<file path="src/rtl/fifo_push_arb.sv">
// fifo_push_arb
//   Arbitrates NUM_REQ producers onto a single FIFO push port. Priority starts
//   at ptr and searches upward (mod NUM_REQ). The current winner keeps priority
//   for up to MAX_BURST consecutive transfers, after which priority is forced
//   to the next producer. Grant, push and write data are combinational, so a
//   winning producer transfers in the same cycle it requests.
//
// Ports
//   clk        rising-edge clock
//   rst        synchronous active-high reset
//   req        per-producer request, held with its data until granted
//   req_data   producer i data on [i*DATA_W +: DATA_W]
//   gnt        one-hot grant (all-zero in reset, when full, or with no request)
//   full       FIFO full flag
//   push       FIFO write enable, OR of (req & gnt)
//   d_in       FIFO write data, granted producer's data or zero
//   stall_cnt  saturating count of cycles with a request pending while full
module fifo_push_arb #(
    parameter int NUM_REQ   = 4,
    parameter int DATA_W    = 32,
    parameter int MAX_BURST = 4
) (
    input  logic                      clk,
    input  logic                      rst,
    input  logic [NUM_REQ-1:0]        req,
    input  logic [NUM_REQ*DATA_W-1:0] req_data,
    output logic [NUM_REQ-1:0]        gnt,
    input  logic                      full,
    output logic                      push,
    output logic [DATA_W-1:0]         d_in,
    output logic [15:0]               stall_cnt
);

    localparam int PTR_W = $clog2(NUM_REQ);

    logic [PTR_W-1:0] ptr;
    logic [PTR_W-1:0] last;
    logic [3:0]       burst_cnt;

    logic [PTR_W-1:0] win;
    logic             found;
    logic [3:0]       burst_nxt;

    // Advance an index by one, wrapping at NUM_REQ (which need not be a power of two).
    function automatic logic [PTR_W-1:0] wrap_inc(input logic [PTR_W-1:0] idx);
        if (int'(idx) == NUM_REQ - 1)
            return '0;
        else
            return idx + PTR_W'(1);
    endfunction

    // Saturating increment for the 16-bit stall counter.
    function automatic logic [15:0] sat_inc16(input logic [15:0] v);
        return (v == 16'hFFFF) ? v : v + 16'd1;
    endfunction

    // Rotating priority search: first asserted request at or after ptr.
    always_comb begin
        found = 1'b0;
        win   = '0;
        for (int k = 0; k < NUM_REQ; k++) begin
            if (!found && req[(int'(ptr) + k) % NUM_REQ]) begin
                found = 1'b1;
                win   = PTR_W'((int'(ptr) + k) % NUM_REQ);
            end
        end
    end

    always_comb begin
        gnt = '0;
        if (found && !rst && !full)
            gnt = NUM_REQ'(1) << win;
    end

    assign push = |(req & gnt);

    // gnt is never set without its req, so a zero gnt also forces d_in to zero.
    always_comb begin
        d_in = '0;
        for (int i = 0; i < NUM_REQ; i++) begin
            if (gnt[i])
                d_in = req_data[i*DATA_W +: DATA_W];
        end
    end

    // Burst length including the transfer happening this cycle.
    assign burst_nxt = (win == last) ? burst_cnt + 4'd1 : 4'd1;

    always_ff @(posedge clk) begin
        if (rst) begin
            ptr       <= '0;
            last      <= '0;
            burst_cnt <= '0;
            stall_cnt <= '0;
        end else begin
            if (full && |req)
                stall_cnt <= sat_inc16(stall_cnt);

            // While full, arbitration state is frozen so the owner is not
            // penalised for back-pressure.
            if (!full) begin
                if (push) begin
                    last <= win;
                    if (burst_nxt == 4'(MAX_BURST)) begin
                        ptr       <= wrap_inc(win);
                        burst_cnt <= '0;
                    end else begin
                        ptr       <= win;
                        burst_cnt <= burst_nxt;
                    end
                end else begin
                    // Idle cycle: release ownership to the producer after the last winner.
                    ptr       <= wrap_inc(last);
                    burst_cnt <= '0;
                end
            end
        end
    end

endmodule
</file>
<file path="config.mk">
export PLATFORM = sky130hd
export DESIGN_NAME = fifo_push_arb
export DESIGN_NICKNAME = d
export VERILOG_FILES = /design/src/rtl/fifo_push_arb.sv
export SDC_FILE = /design/constraint.sdc
export NUM_CORES = 1
export LEC_CHECK = 0
export BUFFER_PORTS_ARGS = -buffer_cell sky130_fd_sc_hd__buf_2
export CAP_MARGIN = 10
export CELL_PAD_IN_SITES_DETAIL_PLACEMENT = 1
export CELL_PAD_IN_SITES_GLOBAL_PLACEMENT = 2
export CORE_MARGIN = 1
export CORE_UTILIZATION = 17
export DETAILED_ROUTE_END_ITERATION = 8
export GPL_TIMING_DRIVEN = 0
export MAX_ROUTING_LAYER = met4
export PLACE_DENSITY = 0.74
export SLEW_MARGIN = 20
export SYNTH_ARGS = -nofsm -noshare
export SYNTH_HDL_FRONTEND = slang
export SYNTH_SLANG_ARGS = --single-unit
</file>
<file path="constraint.sdc">
create_clock -name clk -period 2.5 [get_ports clk]
set_clock_uncertainty 0.1 [all_clocks]
set_input_delay 0.25 -clock clk [delete_from_list [all_inputs] [get_ports clk]]
set_output_delay 0.25 -clock clk [all_outputs]
set_load 0.03 [all_outputs]
</file>
==> qor.csv, run 1 <==
stage,metric,value,unit
outcome,status,"complete, but fails checks",
outcome,violations,negative setup slack,
cells_and_area,final_nets,788,
synth,synth-edff-count,0,
floorplanning,num_rows,44,
global_routing,grt_pass1_wl,21400,um
setup_path,worstPathArrival,2.45,ns
synth,synth_top_family_by_area,simple AND/OR/NAND/NOR gates,
routing,drc_errors,0,
clocking,cts_tree,yes,
cells_and_area,seq_area,485,um2
placed_design,portBuffers,185,
timing,maxSlewHeadroom,0.394,
worst_hold_path,hold_start,full,
placed_design,gp_congestion,0.790,
routing,drt_first_iter_violations,86,
clocking,clock_path_buffers,2,
floorplanning,die_y,126,um
routing,drt-vias-per-instance,4.71,
setup_path,timing.rr.start,ptr[0],
timing,hold_ws,0.261,ns
floorplanning,core,14800,um2
synth,synth.yosys.seq_area_share,0.184,
setup_path,cp-end-kind,primary output,
clocking,clk_pin_slew_worst_paths,0.06,ns
cells_and_area,drive_gt1_frac,0.557,
cells_and_area,fillers,1856,
synth,synth-seq-cells,24,
synth,async_flop_share,0,
synth,synth_ff_type,dfxtp_1,
clocking,cts.sinks,24,
synth,syn_area,2610,um2
synth,synth_compound_area_frac,0.281,
setup_path,r2r_cells,14,
clocking,numCtsBuffers,3,
power_and_ir_drop,irDropWorstVdd,0.000221,V
synth,ys_warn_count,0,
synth,synth_xor_area_frac,0.0570,
cells_and_area,multiInputGateArea,2490,um2
routing,ant_nets,0,
synth,synth_fa_ha_area_frac,0.0335,
global_routing,antenna_found_initial,0,
clocking,cts-hold-fix-buffers,0,
flow_run,max_cap_violations,0,
clocking,clock_latency,0.26,ns
global_routing,grt_max_degree,14,
synth,syn-num-nets,577,
setup_path,crit_path_start_kind,flop,
floorplanning,die-width,126,um
timing,min_period,2.80,ns
timing,rsz0062_at_grt,yes,
global_routing,grt_pass1_vias,4123,
power_and_ir_drop,powerDensity,397,nW/um2
global_routing,grtUsageTotal,0.170,
synth,avgSynthCellArea,6.00,um2
setup_path,crit_path_max_fanout,5,
floorplanning,die_area,15900,um2
clocking,htreeDepth,1,
worst_hold_path,hold_class,input port to flop,
setup_path,crit_end,d_in[21],
cells_and_area,post-route-util,0.343,
setup_path,worst-setup-path-type,flop to primary output,
setup_path,reg2reg_slack,-0.19,ns
power_and_ir_drop,power.leakage,2.09,nW
synth,synth.mux.area_fraction,0,
routing,dr.pass1.iters,4,
timing,fmax,357,MHz
setup_path,critPathLaunch,ptr[1],
cells_and_area,diodes,0,
routing,wl_per_cell,16.3,um
timing,setup_slack,-0.302,ns
floorplanning,pin_count,188,
timing,setup_viol,39,
timing,tightestPinTransition,0.910,ns
synth,synthSimpleGateAreaFrac,0.369,
power_and_ir_drop,total_power,0.00201,W
routing,via_count,3906,
floorplanning,start_util,0.177,
timing,slew_violations,0,
timing,hold_violations,0,
synth,syn_inst,435,
setup_path,cp.required,2.15,ns
routing,wirelength,13500,um
placed_design,dpl.hpwl,10500,um
clocking,clockRootBuffer,clkbuf_16,
cells_and_area,syn2layout_area_growth,93.7,%
timing,timing.final.crit_share,1.12,
setup_path,r2r-end,ptr[0],
global_routing,grt-ovfl-total,0,
synth,ys_types,38,
==> sequential cells by signal, indices dropped and copies added, names as in the netlist <==
name,count
burst_cnt,4
last,2
ptr,2
stall_cnt,16
==> per-stage QoR <==
step           area [um2]  std cells  worst slack, ns  TNS, ns
2_1_floorplan        2910        435          -0.0264   -0.237
3_5_place_dp         4070        804           -0.710   -22.93
4_1_cts              4910        827           -0.391   -10.67
6_report             5060        829           -0.302    -7.46
5_1_grt              5060        829           -0.399   -12.52
3_3_place_gp         4070        804           -0.681   -20.66
==> what timing repair did <==
item                                   4_1_cts  5_1_grt
endpoints found under the hold margin        0        0
setup endpoints to repair                   44       44
gates resized for setup                    169       45
pin swaps                                   60       37
gates cloned                                 3        1
setup buffers                               16        2
==> how the worst min path moves through the flow <==
stage          depth (start not counted)  slack [ns]            end
6_report                               2        0.26         ptr[1]
3_5_place_dp                           2        0.41  stall_cnt[10]
4_1_cts                                3        0.25   burst_cnt[1]
5_1_grt                                2        0.29        last[1]
3_3_place_gp                           2        0.38  stall_cnt[10]
2_1_floorplan                          2        0.39        last[0]
==> final cells by class <==
type                       instances  area share
inverter                          15      0.0124
tap                              184      0.0455
clock buffer                       4      0.0176
timing repair buffer             207       0.263
multi-input combinational        361       0.493
sequential                        24      0.0960
buffer                            34      0.0720
==> worst max-delay path: stages, from the launching register on <==
cell and delay [ns]:
dfxtp_2 0.33, a21o_1 0.16, a21oi_2 0.15, o2bb2a_4 0.19
inv_4 0.05, ha_4 0.17, clkbuf_16 0.16, buf_8 0.12
nand3b_1 0.17, a21oi_2 0.18, a21oi_1 0.06, nor2_1 0.12
a21oi_2 0.06, nor2_4 0.12, buf_6 0.15
==> where the power goes <==
| part | internal [W] | total (W) | switching [W] |
|---|---|---|---|
| clock | 0.000245 | 0.000385 | 0.000140 |
| combinational | 0.000551 | 0.00122 | 0.000666 |
| sequential | 0.000392 | 0.000404 | 0.0000125 |
| total | 0.00119 | 0.00201 | 0.000819 |
==> synth_stat cells, types with 2 or more instances <==
| cell | n | area share |
|---|---|---|
| o22ai_1 | 2 | 0.0048 |
| nand4_1 | 6 | 0.014 |
| nand3_1 | 7 | 0.013 |
| nand3b_1 | 32 | 0.092 |
| o211ai_1 | 2 | 0.0057 |
| or3_1 | 4 | 0.0096 |
| clkbuf_1 | 22 | 0.032 |
| a21oi_1 | 109 | 0.21 |
| buf_1 | 11 | 0.016 |
| nand2_1 | 45 | 0.065 |
| o21ai_0 | 7 | 0.013 |
| xnor2_1 | 11 | 0.037 |
| dfxtp_1 | 24 | 0.18 |
| nor3_1 | 4 | 0.0077 |
| nand2b_1 | 3 | 0.0072 |
| a22oi_1 | 2 | 0.0057 |
| and3_1 | 4 | 0.0096 |
| a221oi_1 | 2 | 0.0067 |
| xor2_1 | 6 | 0.020 |
| a21o_1 | 2 | 0.0057 |
| ha_1 | 7 | 0.034 |
| nor3b_1 | 3 | 0.0086 |
| nor2_1 | 90 | 0.13 |
| nor4_1 | 2 | 0.0048 |
| inv_1 | 15 | 0.022 |
==> layout by cell type (no fill, tap or decap), drive strengths merged, types with 7 or more instances in the layout <==
master / count
a21oi: 109
buf: 221
clkbuf: 24
dfxtp: 24
ha: 7
inv: 14
nand2: 45
nand3: 7
nand3b: 32
nor2: 91
o21ai: 7
xnor2: 11
==> metal layers <==
metal,GRT usage,vias to the layer above,part of all wire
li1,-,1912,-
met4,0.0184,0,0.0052
met3,0.0238,6,0.054
met5,-,-,0
met1,0.191,1869,0.41
met2,0.327,119,0.53
==> cell families (layout without fill, tap and decap cells) <==
group                    count (synthesis)  in the layout
flip-flops                              24             24
AND/OR/NAND/NOR                        203            203
buffers and inverters                   50            260
XOR/XNOR                                17             17
AO/OA/AOI/OAI                          134            134
adder cells (fa/ha/maj)                  7              7
No activity file was read; power rests on OpenSTA's default activity.
==> run 2, diff against run 1 <==
--- a/config.mk
+++ b/config.mk
@@ -13,7 +13,6 @@
 export CORE_UTILIZATION = 17
 export DETAILED_ROUTE_END_ITERATION = 8
 export GPL_TIMING_DRIVEN = 0
-export MAX_ROUTING_LAYER = met4
 export PLACE_DENSITY = 0.74
 export SLEW_MARGIN = 20
 export SYNTH_ARGS = -nofsm -noshare
==> qor.csv, run 2 (synthesis gave the netlist of run 1 again) <==
stage,metric,value,unit,change
outcome,status,"complete, but fails checks",,
outcome,violations,negative setup slack,,
setup_path,crit_path_max_fanout,5,,unchanged
global_routing,use_met2,0.327,,about the same
global_routing,antenna_found_initial,0,,unchanged
global_routing,grt_max_degree,14,,unchanged
timing,slew_violations,0,,unchanged
clocking,clk_pin_slew_worst_paths,0.06,ns,about the same
cells_and_area,layout_commonest_cell,buf_2,,
placed_design,dpl.hpwl,10500,um,unchanged
timing,timing.final.crit_share,1.12,,about the same
timing,setup_viol,39,,unchanged
floorplanning,num_rows,44,,unchanged
setup_path,cp.required,2.15,ns,about the same
floorplanning,core,14800,um2,unchanged
clocking,clockRootBuffer,clkbuf_16,,
setup_path,cp_common_cell,a21oi_2,,
flow_run,max_cap_violations,0,,unchanged
timing,setup_slack,-0.303,ns,-0.00117 ns
power_and_ir_drop,power.leakage,2.09,nW,about the same
floorplanning,start_util,0.177,,unchanged
clocking,htreeDepth,1,,unchanged
cells_and_area,fillers,1858,,+0.11%
floorplanning,die-width,126,um,unchanged
placed_design,portBuffers,185,,unchanged
setup_path,slowest_delay,0.33,ns,about the same
global_routing,grt_pass1_wl,21300,um,-0.20%
routing,dr.pass1.iters,4,,unchanged
placed_design,postPlaceCellArea,4070,um2,unchanged
routing,drt_first_iter_violations,90,,+4.7%
global_routing,grt_pass1_vias,4125,,+0.049%
routing,drc_errors,0,,unchanged
cells_and_area,top_regs,"stall_cnt x16, burst_cnt x4",,
cells_and_area,largest_register,stall_cnt,,
setup_path,cpMaxStageDelayCell,dfxtp_2,,
setup_path,cp-end-kind,primary output,,
routing,wirelength,13500,um,about the same
clocking,cts.sinks,24,,unchanged
timing,rsz0062_at_grt,yes,,
global_routing,use_met3,0.0251,,+0.00127
clocking,cts_tree,yes,,
timing,hold_violations,0,,unchanged
global_routing,top_usage_layer,met2,,
timing,fmax,357,MHz,about the same
timing,tightestPinTransition,0.911,ns,+0.00156 ns
clocking,clock_path_buffers,2,,unchanged
cells_and_area,drive_gt1_frac,0.558,,+0.00155
cells_and_area,largest_reg_flops,16,,unchanged
global_routing,grtUsageTotal,0.165,,-0.00517
cells_and_area,fin_area,5060,um2,about the same
routing,wl_per_cell,16.3,um,about the same
global_routing,grt-ovfl-total,0,,unchanged
routing,ant_nets,0,,unchanged
routing,via_count,3921,,+0.38%
setup_path,worst-setup-path-type,flop to primary output,,
cells_and_area,diodes,0,,unchanged
worst_hold_path,hold_class,input port to flop,,
timing,fin_tns_setup,-7.52,ns,-0.0609 ns
power_and_ir_drop,total_power,0.00201,W,about the same
floorplanning,pin_count,188,,unchanged
power_and_ir_drop,irDropWorstVdd,0.000222,V,+0.34%
timing,maxSlewHeadroom,0.393,,-0.00104
setup_path,crit_chain,a21o_1 > a21oi_2 > o2bb2a_4 > inv_4 > ha_4 > clkbuf_16 > buf_8 > nand3b_1 > a21oi_2 > a21oi_1 > nor2_1 > a21oi_2 > nor2_4 > buf_6,,
placed_design,dp_slack,-0.710,ns,unchanged
global_routing,gr-usage-met1,0.190,,-0.00103
floorplanning,die_y,126,um,unchanged
setup_path,crit_path_start_kind,flop,,
placed_design,gp_congestion,0.779,,-1.4%
power_and_ir_drop,powerDensity,397,nW/um2,about the same
timing,min_period,2.80,ns,+0.00117 ns
cells_and_area,final_cell_mix,"buf_2, a21oi_2, nor2_1",,
clocking,clock_latency,0.26,ns,about the same
cells_and_area,syn2layout_area_growth,93.8,%,about the same
clocking,numCtsBuffers,3,,unchanged
setup_path,worstPathArrival,2.45,ns,about the same
floorplanning,die_area,15900,um2,unchanged
cells_and_area,final_nets,788,,unchanged
routing,drt-vias-per-instance,4.73,,+0.38%
cells_and_area,post-route-util,0.343,,about the same
-- run 2: report_power, final --
group          switching, W  internal (W)
Combinational      0.000666      0.000552
Sequential        0.0000125      0.000392
Clock              0.000141      0.000245
Total              0.000819       0.00119
-- run 2: routing by layer --
layer,routed length (um),share of wire
met3,718,0.053
met5,0,0
met4,71,0.0052
met2,7200,0.53
met1,5550,0.41
-- run 2: what timing repair did --
action / CTS / global route
cloned: 3 / 1
endpoints found under the setup margin: 44 / 44
hold buffers: 0 / 0
buffers inserted: 16 / 2
pin swaps: 60 / 40
gates resized for setup: 169 / 45
-- run 2: cell type report --
type,instances,area [um2],share of cell area
well taps,184,230,0.0455
inverters,15,62.6,0.0124
repair buffers,207,1330,0.263
multi-input cells,361,2500,0.493
plain buffers,34,364,0.0719
flip-flops and latches,24,485,0.0959
clock buffers,4,88.8,0.0176
-- run 2: worst paths after layout --
path,from,end,slack [ns],cells past startpoint
min,full,ptr[1],0.27,2
max reg2reg,ptr[0],ptr[0],-0.19,14
min reg2reg,stall_cnt[10],stall_cnt[10],0.42,2
max,ptr[1],d_in[21],-0.30,14
-- run 2: metrics by stage --
| stage | instances | hold slack [ns] |
|---|---|---|
| floorplan | 435 | 0.385 |
| global placement | 804 | 0.383 |
| detailed placement | 804 | 0.408 |
| CTS | 827 | 0.246 |
| global route | 829 | 0.291 |
| finish | 829 | 0.267 |
-- run 2: worst max-delay path, delay by kind of cell (launching register included) --
kind            cells  cell delay, ns
compound gates      6            0.80
flops               1            0.33
simple gates        3            0.42
fa+ha+maj           1            0.17
buf+inv             4            0.48
